## src/rtl/mem_arbiter_pkg.sv

```systemverilog
// mem_arbiter_pkg: shared types and constants for the external RAM port arbiter.
//   arb_state_t    - arbiter FSM states
//   ls_size_t      - LSU access size codes (bytes-1; code 2 is illegal, treated as 4 bytes)
//   RAM_IO_ADDRESS - base of the 8-byte memory-mapped IO window
//   ZERO_WORD      - 32-bit zero
//   size_last      - maps a size code to the index of the last byte lane
package mem_arbiter_pkg;

    typedef enum logic [1:0] {
        ARB_IDLE  = 2'd0,
        ARB_IF_RD = 2'd1,
        ARB_LS_RD = 2'd2,
        ARB_LS_WR = 2'd3
    } arb_state_t;

    typedef enum logic [1:0] {
        LS_SIZE_B   = 2'd0,
        LS_SIZE_H   = 2'd1,
        LS_SIZE_RSV = 2'd2,
        LS_SIZE_W   = 2'd3
    } ls_size_t;

    localparam logic [31:0] RAM_IO_ADDRESS = 32'h0003_0000;
    localparam logic [31:0] ZERO_WORD      = 32'h0000_0000;

    // The reserved code 2 behaves as a full word.
    function automatic logic [1:0] size_last(input logic [1:0] sz);
        case (sz)
            LS_SIZE_B: return 2'd0;
            LS_SIZE_H: return 2'd1;
            default:   return 2'd3;
        endcase
    endfunction

endpackage

```

## src/rtl/mem_rd_collector.sv

```systemverilog
// mem_rd_collector: byte-lane capture register for serialised reads.
//   clk, rst - clock, async active-high reset
//   clr      - clear lanes and lane index (request accepted)
//   cap      - capture din into lane idx and advance idx
//   last     - index of the last lane of the current access
//   din      - RAM read byte
//   idx      - lane that the next captured byte goes into
//   is_last  - idx is the final lane
//   word     - assembled word including a byte being captured this cycle,
//              zero above the access size
module mem_rd_collector
    import mem_arbiter_pkg::*;
(
    input  logic        clk,
    input  logic        rst,
    input  logic        clr,
    input  logic        cap,
    input  logic [1:0]  last,
    input  logic [7:0]  din,
    output logic [1:0]  idx,
    output logic        is_last,
    output logic [31:0] word
);

    logic [3:0][7:0] lanes;

    always_ff @(posedge clk or posedge rst) begin
        if (rst) begin
            lanes <= '0;
            idx   <= 2'd0;
        end else if (clr) begin
            lanes <= '0;
            idx   <= 2'd0;
        end else if (cap) begin
            lanes[idx] <= din;
            idx        <= idx + 2'd1;
        end
    end

    assign is_last = (idx == last);

    // The byte arriving this cycle is merged in so the owner can register the
    // complete word on the same edge that captures the final lane.
    always_comb begin
        word = ZERO_WORD;
        for (int i = 0; i < 4; i++) begin
            if (2'(i) > last)
                word[8*i +: 8] = 8'h00;
            else if (cap && (2'(i) == idx))
                word[8*i +: 8] = din;
            else
                word[8*i +: 8] = lanes[i];
        end
    end

endmodule

```

## src/rtl/mem_arbiter.sv

```systemverilog
// mem_arbiter: single owner of the byte-wide RAM port. LSU has fixed priority
// over ifetch; 1/2/4-byte accesses are serialised little-endian.
//   clk, rst                   - clock, async active-high reset
//   rdy                        - global enable (low = freeze, no writes)
//   misbranch_flag             - flush: aborts in-flight reads, blocks acceptance
//   if_req_valid/if_addr       - ifetch word read request
//   if_done/if_rdata           - ifetch completion pulse and word
//   lsu_req_valid/lsu_wr/lsu_size/lsu_addr/lsu_wdata - LSU request
//   lsu_done/lsu_rdata         - LSU completion pulse and raw load bytes
//   mem_din/mem_dout/mem_a/mem_wr - external RAM port
//   io_buffer_full             - UART buffer full
// Build option: MEM_ARB_IO_STALL_EN makes stores to the IO window wait while
// io_buffer_full is high; otherwise io_buffer_full has no effect.
module mem_arbiter
    import mem_arbiter_pkg::*;
#(
    parameter int                ADDR_W  = 32,
    parameter logic [ADDR_W-1:0] IO_ADDR = ADDR_W'(RAM_IO_ADDRESS)
) (
    input  logic              clk,
    input  logic              rst,
    input  logic              rdy,
    input  logic              misbranch_flag,
    input  logic              if_req_valid,
    input  logic [ADDR_W-1:0] if_addr,
    output logic              if_done,
    output logic [31:0]       if_rdata,
    input  logic              lsu_req_valid,
    input  logic              lsu_wr,
    input  logic [1:0]        lsu_size,
    input  logic [ADDR_W-1:0] lsu_addr,
    input  logic [31:0]       lsu_wdata,
    output logic              lsu_done,
    output logic [31:0]       lsu_rdata,
    input  logic [7:0]        mem_din,
    output logic [7:0]        mem_dout,
    output logic [ADDR_W-1:0] mem_a,
    output logic              mem_wr,
    input  logic              io_buffer_full
);

    arb_state_t        state;
    logic [ADDR_W-1:0] addr;
    logic [31:0]       wdata;
    logic [1:0]        last;
    logic [2:0]        ia;      // next byte to issue (reads) / current byte (writes)
    logic              pend;    // an address was issued last cycle, its byte is on mem_din

    logic              rd_st, issuing, accept, cap;
    logic              io_hit, io_stall_en, io_stall;
    logic [ADDR_W-1:0] cur_a;
    logic [1:0]        col_idx;
    logic              col_last;
    logic [31:0]       col_word;

    assign rd_st   = (state == ARB_IF_RD) || (state == ARB_LS_RD);
    assign issuing = rd_st && (ia <= {1'b0, last});
    assign cur_a   = addr + ADDR_W'(ia);

    // No acceptance in the done cycle (requester turnaround) or under flush.
    assign accept = (state == ARB_IDLE) && rdy && !misbranch_flag && !if_done && !lsu_done
                    && (lsu_req_valid || if_req_valid);
    assign cap    = rd_st && rdy && !misbranch_flag && pend;

    assign io_hit = (cur_a - IO_ADDR) < ADDR_W'(8);
`ifdef MEM_ARB_IO_STALL_EN
    assign io_stall_en = 1'b1;
`else
    assign io_stall_en = 1'b0;
`endif
    assign io_stall = io_stall_en && io_hit && io_buffer_full;

    assign mem_wr   = (state == ARB_LS_WR) && rdy && !io_stall;
    assign mem_a    = (issuing || state == ARB_LS_WR) ? cur_a : '0;
    assign mem_dout = (state == ARB_LS_WR) ? wdata[{ia[1:0], 3'b000} +: 8] : 8'h00;

    mem_rd_collector u_col (
        .clk     (clk),
        .rst     (rst),
        .clr     (accept),
        .cap     (cap),
        .last    (last),
        .din     (mem_din),
        .idx     (col_idx),
        .is_last (col_last),
        .word    (col_word)
    );

    always_ff @(posedge clk or posedge rst) begin
        if (rst) begin
            state     <= ARB_IDLE;
            addr      <= '0;
            wdata     <= ZERO_WORD;
            last      <= 2'd0;
            ia        <= 3'd0;
            pend      <= 1'b0;
            if_done   <= 1'b0;
            lsu_done  <= 1'b0;
            if_rdata  <= ZERO_WORD;
            lsu_rdata <= ZERO_WORD;
        end else begin
            if_done  <= 1'b0;
            lsu_done <= 1'b0;
            if (rdy) begin
                case (state)
                    ARB_IDLE: begin
                        if (accept) begin
                            ia   <= 3'd0;
                            pend <= 1'b0;
                            if (lsu_req_valid) begin
                                addr  <= lsu_addr;
                                wdata <= lsu_wdata;
                                last  <= size_last(lsu_size);
                                state <= lsu_wr ? ARB_LS_WR : ARB_LS_RD;
                            end else begin
                                addr  <= if_addr;
                                last  <= 2'd3;
                                state <= ARB_IF_RD;
                            end
                        end
                    end
                    ARB_IF_RD, ARB_LS_RD: begin
                        if (misbranch_flag) begin
                            state <= ARB_IDLE;
                        end else begin
                            pend <= issuing;
                            if (issuing)
                                ia <= ia + 3'd1;
                            if (cap && col_last) begin
                                state <= ARB_IDLE;
                                if (state == ARB_IF_RD) begin
                                    if_done  <= 1'b1;
                                    if_rdata <= col_word;
                                end else begin
                                    lsu_done  <= 1'b1;
                                    lsu_rdata <= col_word;
                                end
                            end
                        end
                    end
                    ARB_LS_WR: begin
                        // Stores are committed and ignore flushes.
                        if (!io_stall) begin
                            if (ia[1:0] == last) begin
                                state    <= ARB_IDLE;
                                lsu_done <= 1'b1;
                            end else begin
                                ia <= ia + 3'd1;
                            end
                        end
                    end
                    default: state <= ARB_IDLE;
                endcase
            end else if (rd_st) begin
                // Frozen read: the byte on mem_din is dropped, so rewind the
                // issue pointer to the first uncaptured lane and fetch it again.
                ia   <= {1'b0, col_idx};
                pend <= 1'b0;
            end
        end
    end

endmodule

```

## config.mk

```make
export PLATFORM = sky130hd
export DESIGN_NAME = mem_arbiter
export DESIGN_NICKNAME = d
export VERILOG_FILES = /design/src/rtl/mem_arbiter_pkg.sv /design/src/rtl/mem_rd_collector.sv /design/src/rtl/mem_arbiter.sv
export SDC_FILE = /design/constraint.sdc
export NUM_CORES = 1
export LEC_CHECK = 0
export CAP_MARGIN = 10
export CORE_AREA = 2 2 133 135
export CTS_CLUSTER_SIZE = 14
export DETAILED_ROUTE_END_ITERATION = 10
export DIE_AREA = 0 0 135 137
export GPL_ROUTABILITY_DRIVEN = 1
export PLACE_DENSITY_LB_ADDON = 0.3
export SLEW_MARGIN = 20
export SYNTH_ARGS = -nofsm -noshare
export SYNTH_HDL_FRONTEND = slang
export SYNTH_SLANG_ARGS = --single-unit
export TNS_END_PERCENT = 1
```

## constraint.sdc

```tcl
create_clock -name clk -period 14.75 [get_ports clk]
set_input_delay 2.2125 -clock clk [delete_from_list [all_inputs] [get_ports clk]]
set_output_delay 2.2125 -clock clk [all_outputs]
set_load 0.01 [all_outputs]
```

* Word level (Yosys, flattened, before mapping)
Index checks and enable logic that the tools add are counted.
** Operators by class
- Reduce and logical (&&, ||, !) cells :: 35
- Equal/unequal tests :: 17
- Muxes and demuxes :: 50
- Shift-type cells :: 1
- Add/sub/neg operators :: 3
- $lt $le $gt $ge :: 7
- Bitwise gates (word level) :: 2
** Operator list (count)
- $mux 32 :: 4
- $mux 8 :: 10
- $add 32x3->32 :: 1
- $bwmux 32 :: 1
- $shiftx 32x6->8 :: 1
- $mux 3 :: 6
- $demux 8 s2 :: 1
- $logic_and 1x1->1 :: 16
- $mux 2 :: 8
- $mux 1 :: 15
- $ne 3x3->1 const B :: 5
- $reduce_and 5->1 :: 3
- $reduce_and 4->1 :: 3
- $pmux 3 s3 :: 1
- $logic_not 2->1 :: 3
- $pmux 2 s3 :: 1
- $eq 2x1->1 const B :: 2
- $eq 2x2->1 :: 2
- $eq 2x2->1 const A :: 2
- $eq 2x2->1 const B :: 2
- $gt 1x2->1 const A :: 2
- $gt 2x2->1 const A :: 2
- $pmux 1 s2 :: 2
- $pmux 2 s2 :: 1
- other kinds (15) :: 21
** Word-level totals
- Bits in registers :: 172
- Bits of input ports :: 114

* Logic depth before layout (Yosys ltp)
- Depth in word-level cells :: 10
- Mapped depth :: 10

* Cells and area by module
Synthesis repeated with hierarchy kept, for this count alone.
** Second synthesis, totals
- Cells, all modules :: 758
- Area, all modules :: 8705.8 µm²
** Modules (own cells, without submodules)
- mem_arbiter :: seq. area each 3453.3 µm², cells an instance 560, area an instance 6799.0 µm², instances 1
- mem_rd_collector :: seq. area each 850.8 µm², cells an instance 198, area an instance 1906.8 µm², instances 1

* Worst setup path after synthesis
Ideal clock, no wire load.
- Kind :: input port to output port
- From :: in rdy
- To :: out mem_wr
- Path slack :: 9878 ps
- Arrival :: 2659 ps
- Stages :: 2
- Path through :: clkbuf_1 and2_1
** On the way
- Cells in the longest elaborated chain, start to end :: 1
** Ends and longest elaborated chain
- start: declaration :: RTL line mem_arbiter.sv:22 : input logic rdy,
- $logic_and 1x1->1 :: RTL line mem_arbiter.sv:73 : assign mem_wr = (state == ARB_LS_WR) && rdy && !io_stall;
- end: declaration :: RTL line mem_arbiter.sv:38 : output logic mem_wr,
No other way between the ends.

* Worst setup path in the final report
Same ends and word-level chain as after synthesis.

==> metrics.cfg <==
[run_status]
outcome = finished, final reports clean

[cts]
insertion_delay_ns = 0.42
cts_sinks = 172
htree_levels = 4
root_buffer = clkbuf_16
ctsLongestPathBuffers = 2
ctsHoldBuffers = 0
cts_setup_buffers = 0
cts_resized = 0
clk_pin_slew_ns = 0.07
cts_made_buffers = 17
cts_tree = built

[worst_setup_path]
arrival_ns = 3.76
required_ns = 12.54
crit_type = input port to output port
worstSetupStartpointType = input port
crit_path_max_fanout = 14
end_kind = output port
r2r_start = state[0]
r2r_slack_ns = 11.72
ff2ff_path_depth = 6
timing.rr.end = lsu_rdata[28]

[placed_design]
dp_slack_ns = 8.798
io_buffers = 219
dpl.cell_count = 1128
hpwl_mm = 13.59
dpl_cell_area_sq_mm = 0.01073
gp_congestion = 0.7865

[cells_and_area]
syn_to_final_growth_pct = 34.12
instances_no_fill = 1159
drive_above_1_share_pct = 16.06
nets = 1051
num-fill-cells = 1377
diodes = 0
stdcell_area_sq_mm = 0.01130

[sta]
drv_slew = 0
post-route-min-period_ns = 5.976
setup_violations = 0
setup_ws_ns = 8.774
fmax_mhz = 167.3
hold_viol = 0
tightest_slew_ns = 1.044
rsz0062_at_grt = no
clock_skew_ns = 0.01236
relSlewSlack_pct = 30.22
min_period_over_period_pct = 40.51
tns_ns = 0

[power_and_ir_drop]
p_clk_share_pct = 23.9
ir_drop_mv = 0.09980
comb_power_share_pct = 38.7
total_power_mw = 1.803
power_density_mw_per_mm2 = 159.6
swShare_pct = 33.74
p_sw_mw = 0.6085
pwr-share-seq_pct = 37.4
internal-power_mw = 1.195
leakagePower_nw = 5.208

[synthesis]
ys_seq_elements = 172
synth.distinct_cells = 53
synthSimpleGateAreaFrac_pct = 12.20
synth_xor_area_share_pct = 3.431
synth_compound_area_share_pct = 4.130
async_flop_share_pct = 100.0
muxShareOfSynthArea_pct = 23.63
synthesis.area_sq_mm = 0.008423
syn_nets = 845
synth_top_family_by_area = multiplexers
ys.flop_type = dfrtp_1
yosysSeqAreaShare_pct = 51.10
synth_edf_count = 0
yosys.area_share.adder_pct = 2.317
synth_cells = 716
yosys_warnings = 0
syn-mean-instance-area_sq_um = 11.76

[routing]
ant_nets = 0
viasPerCell = 5.241
num_vias = 6074
drc = 0
drtPass1Iterations = 4
drt-wirelength-per-cell_um = 16.91
drtIter0Drc = 327
routed_wl_mm = 19.60

[global_routing]
grt_antenna_before_repair = 0
grt_pass1_wl_mm = 31.40
grt_pass1_vias = 6153
grt_max_degree = 104
grtUsageTotal_pct = 21.75
overflow = 0

[floorplan]
io_pins = 221
dieWidth_um = 135
fp.coreArea_sq_mm = 0.01706
die-area_sq_mm = 0.01850
die_h_um = 137
start_util_pct = 49.38
fp-row-count = 48

[worst_hold_path]
hold_path.class = flop to flop
hold_depth = 1
min_from = if_rdata[4]
hold_path_end = if_rdata[4]

[flow_run]
drv_cap = 0

==> cell usage in the layout (no fill, tap or decap), types with 5 or more instances in the layout <==
| cell | n |
|---|---|
| ha_1 | 14 |
| nor2b_1 | 11 |
| mux2_1 | 23 |
| dfrtp_1 | 172 |
| mux2_4 | 12 |
| a21oi_1 | 37 |
| xnor2_1 | 18 |
| mux2_2 | 72 |
| mux2i_1 | 56 |
| nand2_1 | 17 |
| xor2_1 | 15 |
| mux4_2 | 8 |
| clkbuf_16 | 17 |
| nor2_1 | 120 |
| clkdlybuf4s50_1 | 218 |
| and2_1 | 10 |
| o21ai_0 | 9 |
| nand3_1 | 11 |
| and3_1 | 5 |
| inv_1 | 9 |
| nand4_1 | 8 |
==> kinds of logic after synthesis <==
kind of cell,after synthesis
AOI/OAI and AO/OA,61
xor gates and xnor gates,33
adders and majority gates,15
buffers and inverters,48
DFF,172
muxes,171
and+or+nand+nor,216
==> metal layers <==
metal / global-route usage [%] / wire length [um]
met2: 33.81 / 9251
met3: 5.667 / 1184
met5: 0 / 0
met4: 7.060 / 367
met1: 29.99 / 8794
==> metrics by stage <==
stage,hold WS (ns),utilization (%)
after floorplan,0.4406,-
after global placement,0.4679,62.90
after detailed placement,0.4718,62.90
after CTS,0.4851,66.21
after global routing,0.5006,66.23
final,0.4840,66.23
==> how the worst max path moves through the flow <==
stage	from	endpoint	slack (ns)	depth (start not counted)
5_1_grt	rdy	mem_wr	8.66	3
4_1_cts	rdy	mem_wr	8.77	3
3_5_place_dp	rdy	mem_wr	8.80	3
6_report	rdy	mem_wr	8.77	3
3_3_place_gp	rdy	mem_wr	8.79	3
2_1_floorplan	rst	addr[0]	7.88	1
==> critical path, cell delays in order <==
cell and delay, ns:
clkdlybuf4s50_1 0.77, and2_1 0.21, clkdlybuf4s50_1 0.57
==> power by group through the flow <==
stage / clock (mW) / sequential (mW) / combinational [mW]
2_1_floorplan: 0 / 0.648 / 0.429
3_3_place_gp: 0 / 0.678 / 0.686
3_5_place_dp: 0 / 0.684 / 0.699
4_1_cts: 0.441 / 0.676 / 0.703
5_1_grt: 0.462 / 0.694 / 0.766
6_report: 0.431 / 0.674 / 0.698
==> area by class of cell <==
class                           count  area [sq um]  share of cell area, %
Sequential cell                   172          4304                  38.10
Multi-Input combinational cell    496          3871                  34.27
Timing Repair Buffer              224          2228                  19.73
Clock buffer                       20         456.7                  4.043
Tap cell                          225         281.5                  2.492
Clock inverter                     11         108.9                 0.9636
Inverter                           11         46.29                 0.4098
==> Yosys cell counts, types with 2 or more instances <==
cell      instances  area share (%)
a21o_1            2            0.18
a21oi_1          38             2.3
a31oi_1           3            0.22
and2_1           10            0.74
and3_1            6            0.45
and3_2            2            0.18
and4_2            2            0.24
buf_2            14            0.83
buf_4             3            0.27
buf_6             8             1.1
clkbuf_1         11            0.49
dfrtp_1         172              51
ha_1             14             2.1
inv_1            10            0.45
mux2_1           23             3.1
mux2_2           72             9.6
mux2_4           12             2.1
mux2i_1          56             6.7
mux4_2            8             2.1
nand2_1          17            0.76
nand2_2           3            0.22
nand2b_1          3            0.22
nand3_1          11            0.65
nand4_1           8            0.59
nand4_2           2            0.30
nor2_1          121             5.4
nor2_2            3            0.22
nor2b_1          12            0.89
nor3_1            4            0.24
nor4_1            3            0.22
o21ai_0           9            0.53
or3_1             2            0.15
xnor2_1          18             1.9
xor2_1           15             1.6
==> sequential cells by signal, summed over array words and instances, names as in the netlist <==
| name | flops |
|---|---|
| last | 2 |
| ia | 3 |
| addr | 32 |
| lsu_done | 1 |
| u_col.lanes | 32 |
| wdata | 32 |
| lsu_rdata | 32 |
| if_done | 1 |
| u_col.idx | 2 |
| if_rdata | 32 |
| state | 2 |
| pend | 1 |
No activity file was read; power rests on OpenSTA's default activity.
